===== src/rtl/ps2_mouse_packetizer.sv =====
// PS/2 mouse front end: enables data reporting with 0xF4 and waits for the 0xFA ACK.
// It then frames the 3-byte movement stream into registered Status/X/Y bytes with a trig_en pulse.
module ps2_mouse_packetizer #(
   parameter int          TIMEOUT_CYC = 2_500_000,
   parameter int          MAX_TRIES   = 3,
   parameter logic [7:0]  EN_CMD      = 8'hF4
) (
   input  logic       clk,
   input  logic       rst,
   input  logic [7:0] rx_data,
   input  logic       rx_valid,
   input  logic       rx_err,
   input  logic       tx_ready,
   output logic       tx_start,
   output logic [7:0] tx_data,
   output logic [7:0] StatusByte,
   output logic [7:0] XByte,
   output logic [7:0] YByte,
   output logic       trig_en,
   output logic       streaming,
   output logic       init_fail
);

   localparam int TW = (TIMEOUT_CYC > 1) ? $clog2(TIMEOUT_CYC) : 1;
   localparam int CW = $clog2(MAX_TRIES + 1);
   localparam logic [TW-1:0] TMAX = TW'(TIMEOUT_CYC - 1);

   typedef enum logic [2:0] {
      SEND_EN,
      WAIT_ACK,
      BYTE0,
      BYTE1,
      BYTE2,
      FAIL
   } state_t;

   state_t        state_q, state_d;
   logic [CW-1:0] try_q, try_d;
   logic [TW-1:0] timer_q, timer_d;
   logic [7:0]    status_sh_q, status_sh_d;
   logic [7:0]    x_sh_q, x_sh_d;
   logic [7:0]    status_q, status_d;
   logic [7:0]    x_q, x_d;
   logic [7:0]    y_q, y_d;
   logic          trig_q, trig_d;
   logic          tx_start_q, tx_start_d;
   logic [7:0]    tx_data_q, tx_data_d;
   logic          streaming_q, streaming_d;
   logic          init_fail_q, init_fail_d;
   logic          timeout;
   logic          retry_ok;

   assign timeout  = (timer_q == TMAX);
   assign retry_ok = (try_q < CW'(MAX_TRIES));

   always_comb begin
      state_d     = state_q;
      try_d       = try_q;
      timer_d     = timer_q;
      status_sh_d = status_sh_q;
      x_sh_d      = x_sh_q;
      status_d    = status_q;
      x_d         = x_q;
      y_d         = y_q;
      trig_d      = 1'b0;
      tx_start_d  = 1'b0;
      tx_data_d   = 8'h00;
      streaming_d = streaming_q;
      init_fail_d = init_fail_q;

      case (state_q)
         SEND_EN: begin
            if (tx_ready) begin
               tx_start_d = 1'b1;
               tx_data_d  = EN_CMD;
               try_d      = try_q + CW'(1);
               state_d    = WAIT_ACK;
            end
         end
         WAIT_ACK: begin
            if (rx_valid && !rx_err && rx_data == 8'hFA) begin
               state_d     = BYTE0;
               streaming_d = 1'b1;
            end else if (rx_valid || rx_err || timeout) begin
               if (retry_ok) begin
                  state_d = SEND_EN;
               end else begin
                  state_d     = FAIL;
                  init_fail_d = 1'b1;
               end
            end
         end
         BYTE0: begin
            // Bit 3 of a genuine status byte is always 1; anything else is a resync discard.
            if (!rx_err && rx_valid && rx_data[3]) begin
               status_sh_d = rx_data;
               state_d     = BYTE1;
            end
         end
         BYTE1: begin
            if (rx_err || (!rx_valid && timeout)) begin
               state_d = BYTE0;
            end else if (rx_valid) begin
               x_sh_d  = rx_data;
               state_d = BYTE2;
            end
         end
         BYTE2: begin
            if (rx_err || (!rx_valid && timeout)) begin
               state_d = BYTE0;
            end else if (rx_valid) begin
               status_d = status_sh_q;
               x_d      = x_sh_q;
               y_d      = rx_data;
               trig_d   = 1'b1;
               state_d  = BYTE0;
            end
         end
         FAIL: begin
            init_fail_d = 1'b1;
         end
         default: begin
            state_d = SEND_EN;
         end
      endcase

      // Timer restarts on any byte or state change and saturates rather than wrapping.
      if (rx_valid || state_d != state_q) begin
         timer_d = '0;
      end else if ((state_q == WAIT_ACK || state_q == BYTE1 || state_q == BYTE2) &&
                   timer_q != '1) begin
         timer_d = timer_q + TW'(1);
      end
   end

   always_ff @(posedge clk) begin
      if (rst) begin
         state_q     <= SEND_EN;
         try_q       <= '0;
         timer_q     <= '0;
         status_sh_q <= 8'h00;
         x_sh_q      <= 8'h00;
         status_q    <= 8'h00;
         x_q         <= 8'h00;
         y_q         <= 8'h00;
         trig_q      <= 1'b0;
         tx_start_q  <= 1'b0;
         tx_data_q   <= 8'h00;
         streaming_q <= 1'b0;
         init_fail_q <= 1'b0;
      end else begin
         state_q     <= state_d;
         try_q       <= try_d;
         timer_q     <= timer_d;
         status_sh_q <= status_sh_d;
         x_sh_q      <= x_sh_d;
         status_q    <= status_d;
         x_q         <= x_d;
         y_q         <= y_d;
         trig_q      <= trig_d;
         tx_start_q  <= tx_start_d;
         tx_data_q   <= tx_data_d;
         streaming_q <= streaming_d;
         init_fail_q <= init_fail_d;
      end
   end

   assign tx_start   = tx_start_q;
   assign tx_data    = tx_data_q;
   assign StatusByte = status_q;
   assign XByte      = x_q;
   assign YByte      = y_q;
   assign trig_en    = trig_q;
   assign streaming  = streaming_q;
   assign init_fail  = init_fail_q;

endmodule


===== config.mk =====
export PLATFORM = sky130hd
export DESIGN_NAME = ps2_mouse_packetizer
export DESIGN_NICKNAME = d
export VERILOG_FILES = /design/src/rtl/ps2_mouse_packetizer.sv
export SDC_FILE = /design/constraint.sdc
export NUM_CORES = 1
export LEC_CHECK = 0
export CAP_MARGIN = 20
export CORE_MARGIN = 3
export CORE_UTILIZATION = 45
export CTS_BUF_LIST = sky130_fd_sc_hd__clkbuf_8
export CTS_CLUSTER_DIAMETER = 80
export DETAILED_ROUTE_END_ITERATION = 8
export PLACE_DENSITY = 0.79
export SYNTH_ARGS = -nofsm -noshare
export SYNTH_HDL_FRONTEND = slang
export SYNTH_SLANG_ARGS = --single-unit

===== constraint.sdc =====
create_clock -name clk -period 1.9 [get_ports clk]
set_input_delay 0.38 -clock clk [delete_from_list [all_inputs] [get_ports clk]]
set_output_delay 0.38 -clock clk [all_outputs]
set_load 0.02 [all_outputs]

; ---- Word-level counts from Yosys, hierarchy flattened
; Cells that the tools add are included.
[op_classes]
n_addsub = 2
magnitude_cmp = 1
n_eq_ne = 12
n_mux = 17
n_bitwise = 3
n_reduce_logical = 24
[ops]
columns = cell, n
row1 = $mux W3, 9
row2 = $add A22 B1 Y22 const B, 1
row3 = $eq A22 B22 Y1 const B, 1
row4 = $ne A22 B22 Y1 const B, 1
row5 = $pmux W3 S6, 1
row6 = $eq A8 B8 Y1 const B, 1
row7 = $mux W8, 1
row8 = $eq A3 B2 Y1 const B, 2
row9 = $eq A3 B3 Y1 const B, 2
row10 = $logic_or A1 B1 Y1, 6
row11 = $ne A2 B2 Y1 const B, 3
row12 = $reduce_and A2 Y1, 3
row13 = $reduce_and A3 Y1, 2
row14 = $logic_and A1 B1 Y1, 5
row15 = $mux W1, 5
row16 = $reduce_and A4 Y1, 1
row17 = $reduce_or A2 Y1, 2
row18 = $eq A3 B1 Y1 const B, 1
row19 = $logic_not A3 Y1, 1
row20 = $ne A3 B3 Y1, 1
row21 = $not A1 Y1, 3
row22 = $reduce_or A3 Y1, 1
row23 = $add A2 B1 Y2 const B, 1
row24 = $logic_not A1 Y1, 2
row25 = other kinds (3), 3
[word_totals]
register_bits = 79
inputBits = 13
out_inout_bits = 36
elab_cells = 72

; ---- Logic depth before layout (Yosys ltp)
; Gate-level depths: netlist of the first run.
[logic_depth]
depth_word = 8
ltp_mapped = 8

; ---- Worst setup path before layout of the first run
; No wires, ideal clock.
[synth_timing]
kind = reg2reg
start = register timer_q[0]
end = register timer_q[12]
setup_time_ns = 0.070
arrival_ns = 1.843
required_time_ns = 1.830
setup_slack_ns = -0.013
stages_incl_launch_ff = 8
n_path_buf = 1
period_less_slack_ns = 1.913
cell_sequence = dfxtp_1 -> ha_1 -> and4_1 -> and3_1 -> and3_1 -> buf_2 -> or4_1 -> a21oi_1
[synth_between]
elab_chain_len = 8
word_cells_on_any_way = 15
cone_classes = 1 x add/sub / 3 x eq/ne / 5 x mux / 6 x reduce/logical
[synth_rtl]
columns = item, line
row1 = "start, declared", 39  ; logic [TW-1:0] timer_q, timer_d;
row2 = "start signal, assigned", 154  ; timer_q <= timer_d;
row3 = $eq A22 B22 Y1, 53  ; assign timeout = (timer_q == TMAX);
row4 = $logic_or A1 B1 Y1 or $logic_and A1 B1 Y1 (tied branches), "84, 101, 109"
row5 = $mux W3 or $logic_or A1 B1 Y1 (tied branches), "84, 101, 109"
row6 = $mux W3 (on tied branches), "81, 101, 109"
row7 = $pmux W3 S6, 71  ; case (state_q)
row8 = $ne A3 B3 Y1, 128  ; if (rx_valid || state_d != state_q) begin
row9 = $logic_or A1 B1 Y1, 128
row10 = $reduce_or A2 Y1 (no source line), -
; Several ways; a longest one is shown, not always the timed one.
; A chain may end at the register's enable or synchronous reset.

; ---- Worst setup path after layout of the first run
[layout_timing]
start = register timer_q[10]
end = register timer_q[21]
; The elaborated chain is that of the path after synthesis.

==> flow_summary.json, run 1 <==
{
  "period_share": 0.991,
  "setup_tns_ns": 0,
  "skew_ns": 0.0115,
  "placementRows": 30,
  "hold_class": "reg2reg",
  "die_area_um2": 8160,
  "peakVddDrop_uv": 446,
  "hold_viol_final": 0,
  "maxCapViolCount": 0,
  "syn_area_per_cell_um2": 8.68,
  "hpwlAfterDp_um": 5230,
  "clkSinkCount": 71,
  "rr_worst_depth": 7,
  "gr-total-overflow": 0,
  "ant_nets": 0,
  "syn_area_um2": 3200,
  "post-route-min-period_ns": 1.88,
  "num-nets-final": 453,
  "clockBufferDepth": 2,
  "status": "finished, final reports clean",
  "drive_gt1_frac": 0.187,
  "synth_edf_count": 0,
  "postLayoutCoreUtil": 0.625,
  "synthTopCellsByCount": "dfxtp_1 (71), nand2_1 (57), a21oi_1 (45)",
  "yosysSeqAreaShare": 0.444,
  "antennaDiodeCount": 0,
  "crit_required_ns": 2.12,
  "grt_start_max_net_pins": 50,
  "core_region_area_um2": 6830,
  "drcViolationCount": 0,
  "yosysMostFrequentCell": "dfxtp_1",
  "clkLatencyLatePin_ns": 0.35,
  "drt-total-wl_um": 7880,
  "crit_fanout": 22,
  "die_w_um": 90.4,
  "drt-vias-per-instance": 5.42,
  "worst_r2r_endpoint": "timer_q[21]",
  "rsz0062_at_grt": "yes",
  "async_flop_share": 0,
  "power.density_nw_per_um2": 679,
  "drv_slew": 0,
  "synth_top_area_share": 0.444,
  "holdPathEnd": "XByte[7]",
  "yosys_warnings": 0,
  "grt_pass1_wl_um": 12900,
  "synth_cell_types": 50,
  "cts-root-buf": "clkbuf_8",
  "port_buffers": 45,
  "antenna_found_initial": 0,
  "start_util": 0.469,
  "min_path_cells": 2,
  "yosysTopAreaCell": "dfxtp_1",
  "gp_congestion": 0.901,
  "r2r-start": "timer_q[10]",
  "cts_tree": "yes",
  "ys.flop_type": "dfxtp_1",
  "hold_start": "x_sh_q[7]",
  "leakage_nw": 1.47,
  "vias": 2920,
  "rrSetupSlack_ns": 0.02,
  "synthTopCellsByArea": "dfxtp_1 (44%), a21oi_1 (7.0%), nand2_1 (6.7%)",
  "ys_ff_latch": 71,
  "clk_pin_slew_ns": 0.09,
  "endpoint_kind": "register",
  "grt_pass1_vias": 2704,
  "critPathArrivalTime_ns": 2.10,
  "io-pin-count": 49,
  "worstSetupPathType": "reg2reg",
  "holdWs_ns": 0.450,
  "routedWlPerCell_um": 14.6,
  "finalSetupViolations": 0,
  "clock.fmax_mhz": 531,
  "htree_levels": 3,
  "track_usage": 0.192,
  "synthCells": 369,
  "start_kind": "register",
  "die-height_um": 90.4,
  "first_pass_iters": 5,
  "syn2layout_area_growth_pct": 33.3,
  "drt_iter0_drc": 151,
  "cts_buffers": 9
}
## what timing repair did
action                     4_1_cts  5_1_grt
gates resized for setup          4       17
setup buffers                    0        4
hold buffers                     0        0
setup endpoints to repair        9       18
pin swaps                        0        5
## layer usage
metal	track usage	vias to the layer above	part of all wire
li1	-	1432	-
met1	0.246	1405	0.45
met2	0.310	72	0.49
met3	0.0567	11	0.048
met4	0.0663	0	0.013
met5	0	-	0
## state kept, by name, indices dropped and copies added (netlist names), 2 cells and up
signal       count
StatusByte       8
XByte            8
YByte            8
state_q          3
status_sh_q      8
timer_q         22
try_q            2
x_sh_q           8
## cell usage in the layout, fill, tap and decap left out, types with 6 or more instances in the layout
master	netlist	layout
nor2_1	36	36
xnor2_1	10	10
inv_1	5	6
nand4_1	7	7
or3_1	7	7
clkbuf_8	0	9
nand3_1	7	6
clkdlybuf4s50_1	0	45
mux2i_1	16	16
dfxtp_1	71	66
a21oi_1	45	45
o21ai_0	7	7
buf_4	8	34
nand2_1	57	57
## power by group
part	switching, W	internal (W)
clock	0.000601	0.000608
combinational	0.0000969	0.0000897
sequential	0.00000727	0.00150
## cells by family after synthesis
family	after synthesis	share of synthesized area
xor+xnor	10	0.0274
other cells	1	0.00117
fa+ha+maj	2	0.00781
flops	71	0.444
buf+inv	34	0.0547
compound gates	81	0.166
mux	16	0.0500
simple gates	154	0.249
## metrics by stage
step	setup WS (ns)	cell area (µm²)	instances	total power, W
CTS	-0.0161	4170	535	0.00291
floorplan	0.0389	3210	371	0.00163
global placement	-0.0681	3960	519	0.00171
finish	0.0171	4270	539	0.00290
detailed placement	-0.147	3960	519	0.00171
global route	-0.0393	4270	539	0.00301
## final cells by class
type	instances	area, µm²
clock buffers	9	124
clock inverters	7	73.8
fillers	576	2560
inverters	5	18.8
multi-input cells	266	1690
flip-flops and latches	71	1430
well taps	96	120
repair buffers	85	817
## worst max-delay path, cell delays in order, from the launching register on
cell	delay, ns
dfxtp_1	0.39
buf_4	0.14
nor4bb_1	0.32
and4_2	0.34
a21oi_1	0.09
o21ai_1	0.22
buf_12	0.20
a21oi_1	0.05
## how the worst max path moves through the flow
stage	start	to	slack, ns	cells after the start
floorplan	timer_q[0]	timer_q[12]	0.04	7
global placement	rx_valid	state_q[1]	-0.07	7
detailed placement	rx_data[2]	state_q[0]	-0.15	6
CTS	timer_q[0]	timer_q[16]	-0.02	6
global route	timer_q[10]	timer_q[21]	-0.04	7
finish	timer_q[10]	timer_q[21]	0.02	7
Power figures use the tool's default switching activity.
==> run 2, diff against run 1 <==
CORE_MARGIN = 10   (was 3)
==> run 2 against run 1 <==
  * The flow now finishes with violations (negative setup slack)
  * Via count up 0.99%
  * Clock skew up 0.0023 ns
  * Sequential share of layout area is 1.0 points lower
  * Maximum frequency decreased by 1.0%
  * Cell area grew 3.4%
  * Clock-buffer cell count unchanged
  * Non-clock buffer count grew 8
  * First-iteration DRC count shrank 24%
==> flow_summary.json, run 2 (synthesis gave the netlist of run 1 again) <==
{
  "seqPwrFrac": 0.489,
  "track_usage": 0.150,
  "worstSetupPathType": "reg2reg",
  "antennaDiodeCount": 0,
  "grt_start_max_net_pins": 50,
  "rsz0062_at_grt": "yes",
  "status": "finished, violations left",
  "num-nets-final": 461,
  "routedWlPerCell_um": 16.0,
  "placementRows": 30,
  "clockBufferDepth": 2,
  "drt_iter0_drc": 115,
  "final_area_um2": 4410,
  "startpoint": "timer_q[0]",
  "power.density_nw_per_um2": 696,
  "leakage_nw": 1.52,
  "clock.fmax_mhz": 526,
  "clkLatencyLatePin_ns": 0.35,
  "internal_power_w": 0.00234,
  "setup_slack_ns": -0.00210,
  "critPathArrivalTime_ns": 2.20,
  "hold_class": "reg2reg",
  "drv_slew": 0,
  "wl_met2_um": 4220,
  "top_layer": "met4",
  "m1WireLength_um": 3820,
  "finalSetupViolations": 1,
  "drt-vias-per-instance": 5.39,
  "largest_reg_flops": 22,
  "die-height_um": 104,
  "start_kind": "register",
  "crit_required_ns": 2.20,
  "skew_ns": 0.0138,
  "die_w_um": 104,
  "drcViolationCount": 0,
  "clkSinkCount": 71,
  "hold_viol_final": 0,
  "largest_register": "timer_q",
  "hpwlAfterDp_um": 5700,
  "holdWs_ns": 0.435,
  "sw_frac_of_total": 0.237,
  "hold_start": "status_sh_q[2]",
  "die_area_um2": 10900,
  "vias": 2949,
  "crit_fanout": 8,
  "core_region_area_um2": 6870,
  "start_util": 0.466,
  "power.net_switching_w": 0.000726,
  "antenna_found_initial": 0,
  "syn2layout_area_growth_pct": 37.9,
  "gp_congestion": 0.878,
  "power_frac_clock": 0.446,
  "cts-root-buf": "clkbuf_8",
  "combPwrFrac": 0.065,
  "final_cell_mix": "dfxtp_1 (64), nand2_1 (57), a21oi_1 (45), clkdlybuf4s50_1 (45), buf_4 (41)",
  "htree_levels": 3,
  "failed_checks": "negative setup slack",
  "peakVddDrop_uv": 599,
  "r2r-start": "timer_q[0]",
  "io-pin-count": 49,
  "endpoint_kind": "register",
  "grt_pass1_wl_um": 13600,
  "first_pass_iters": 5,
  "clk_pin_slew_ns": 0.09,
  "port_buffers": 45,
  "place_area_um2": 3990,
  "ant_nets": 0,
  "wl_met3_um": 563,
  "maxCapViolCount": 0,
  "cts_tree": "yes",
  "drt-total-wl_um": 8750,
  "gr-total-overflow": 0,
  "post-route-min-period_ns": 1.90,
  "grt_pass1_vias": 2797,
  "drive_gt1_frac": 0.211,
  "layout_commonest_cell": "dfxtp_1",
  "cts_buffers": 9,
  "period_share": 1.00
}
run 2: metal layers:
layer  vias up  GRT usage
met1      1412      0.176
met3        14     0.0607
met2        75      0.240
met5         -          0
li1       1448          -
met4         0     0.0517
run 2: final cells by class:
cell class	instances	area [µm²]
clock inverters	7	104
repair buffers	93	881
fillers	539	2450
multi-input cells	266	1740
well taps	96	120
clock buffers	9	124
inverters	5	18.8
flip-flops and latches	71	1430
run 2: worst max-delay path, cell delays in order, from the launching register on:
cell and delay, ns:
dfxtp_2 0.33, ha_2 0.20, and4_4 0.15, and3_4 0.18, buf_6 0.13, a211o_4 0.35
a2111oi_4 0.36, or2_1 0.14
run 2: power by group through the flow:
| stage | combinational (W) | sequential, W | clock (W) |
|---|---|---|---|
| finish | 0.000199 | 0.00150 | 0.00137 |
| global route | 0.000211 | 0.00150 | 0.00147 |
| CTS | 0.000190 | 0.00150 | 0.00139 |
| detailed placement | 0.000184 | 0.00154 | 0 |
| global placement | 0.000180 | 0.00154 | 0 |
| floorplan | 0.0000971 | 0.00154 | 0 |
run 2: through the flow:
step                std cells  power (W)   util  setup WS (ns)  TNS [ns]
finish                    547    0.00307  0.643       -0.00210  -0.00210
global route              547    0.00319  0.643        -0.0432    -0.138
CTS                       539    0.00308  0.617       -0.00663  -0.00883
detailed placement        523    0.00172  0.580        -0.0736   -0.0791
global placement          523    0.00172  0.580        -0.0351   -0.0351
floorplan                 371    0.00163      -         0.0389         0
run 2: path summary, 6_finish.rpt:
path	endpoint	slack (ns)	cells past startpoint
max	state_q[0]	-0.002	7
min	StatusByte[2]	0.43	2
max reg2reg	state_q[0]	-0.002	7
min reg2reg	StatusByte[2]	0.43	2
run 2: timing repair:
item | in CTS | in global routing
buffers inserted | 0 | 8
resized for setup | 6 | 23
hold endpoints to repair | 0 | 0
hold buffers | 0 | 0
pin swaps | 0 | 5
setup endpoints to repair | 11 | 24
gates cloned | 0 | 0
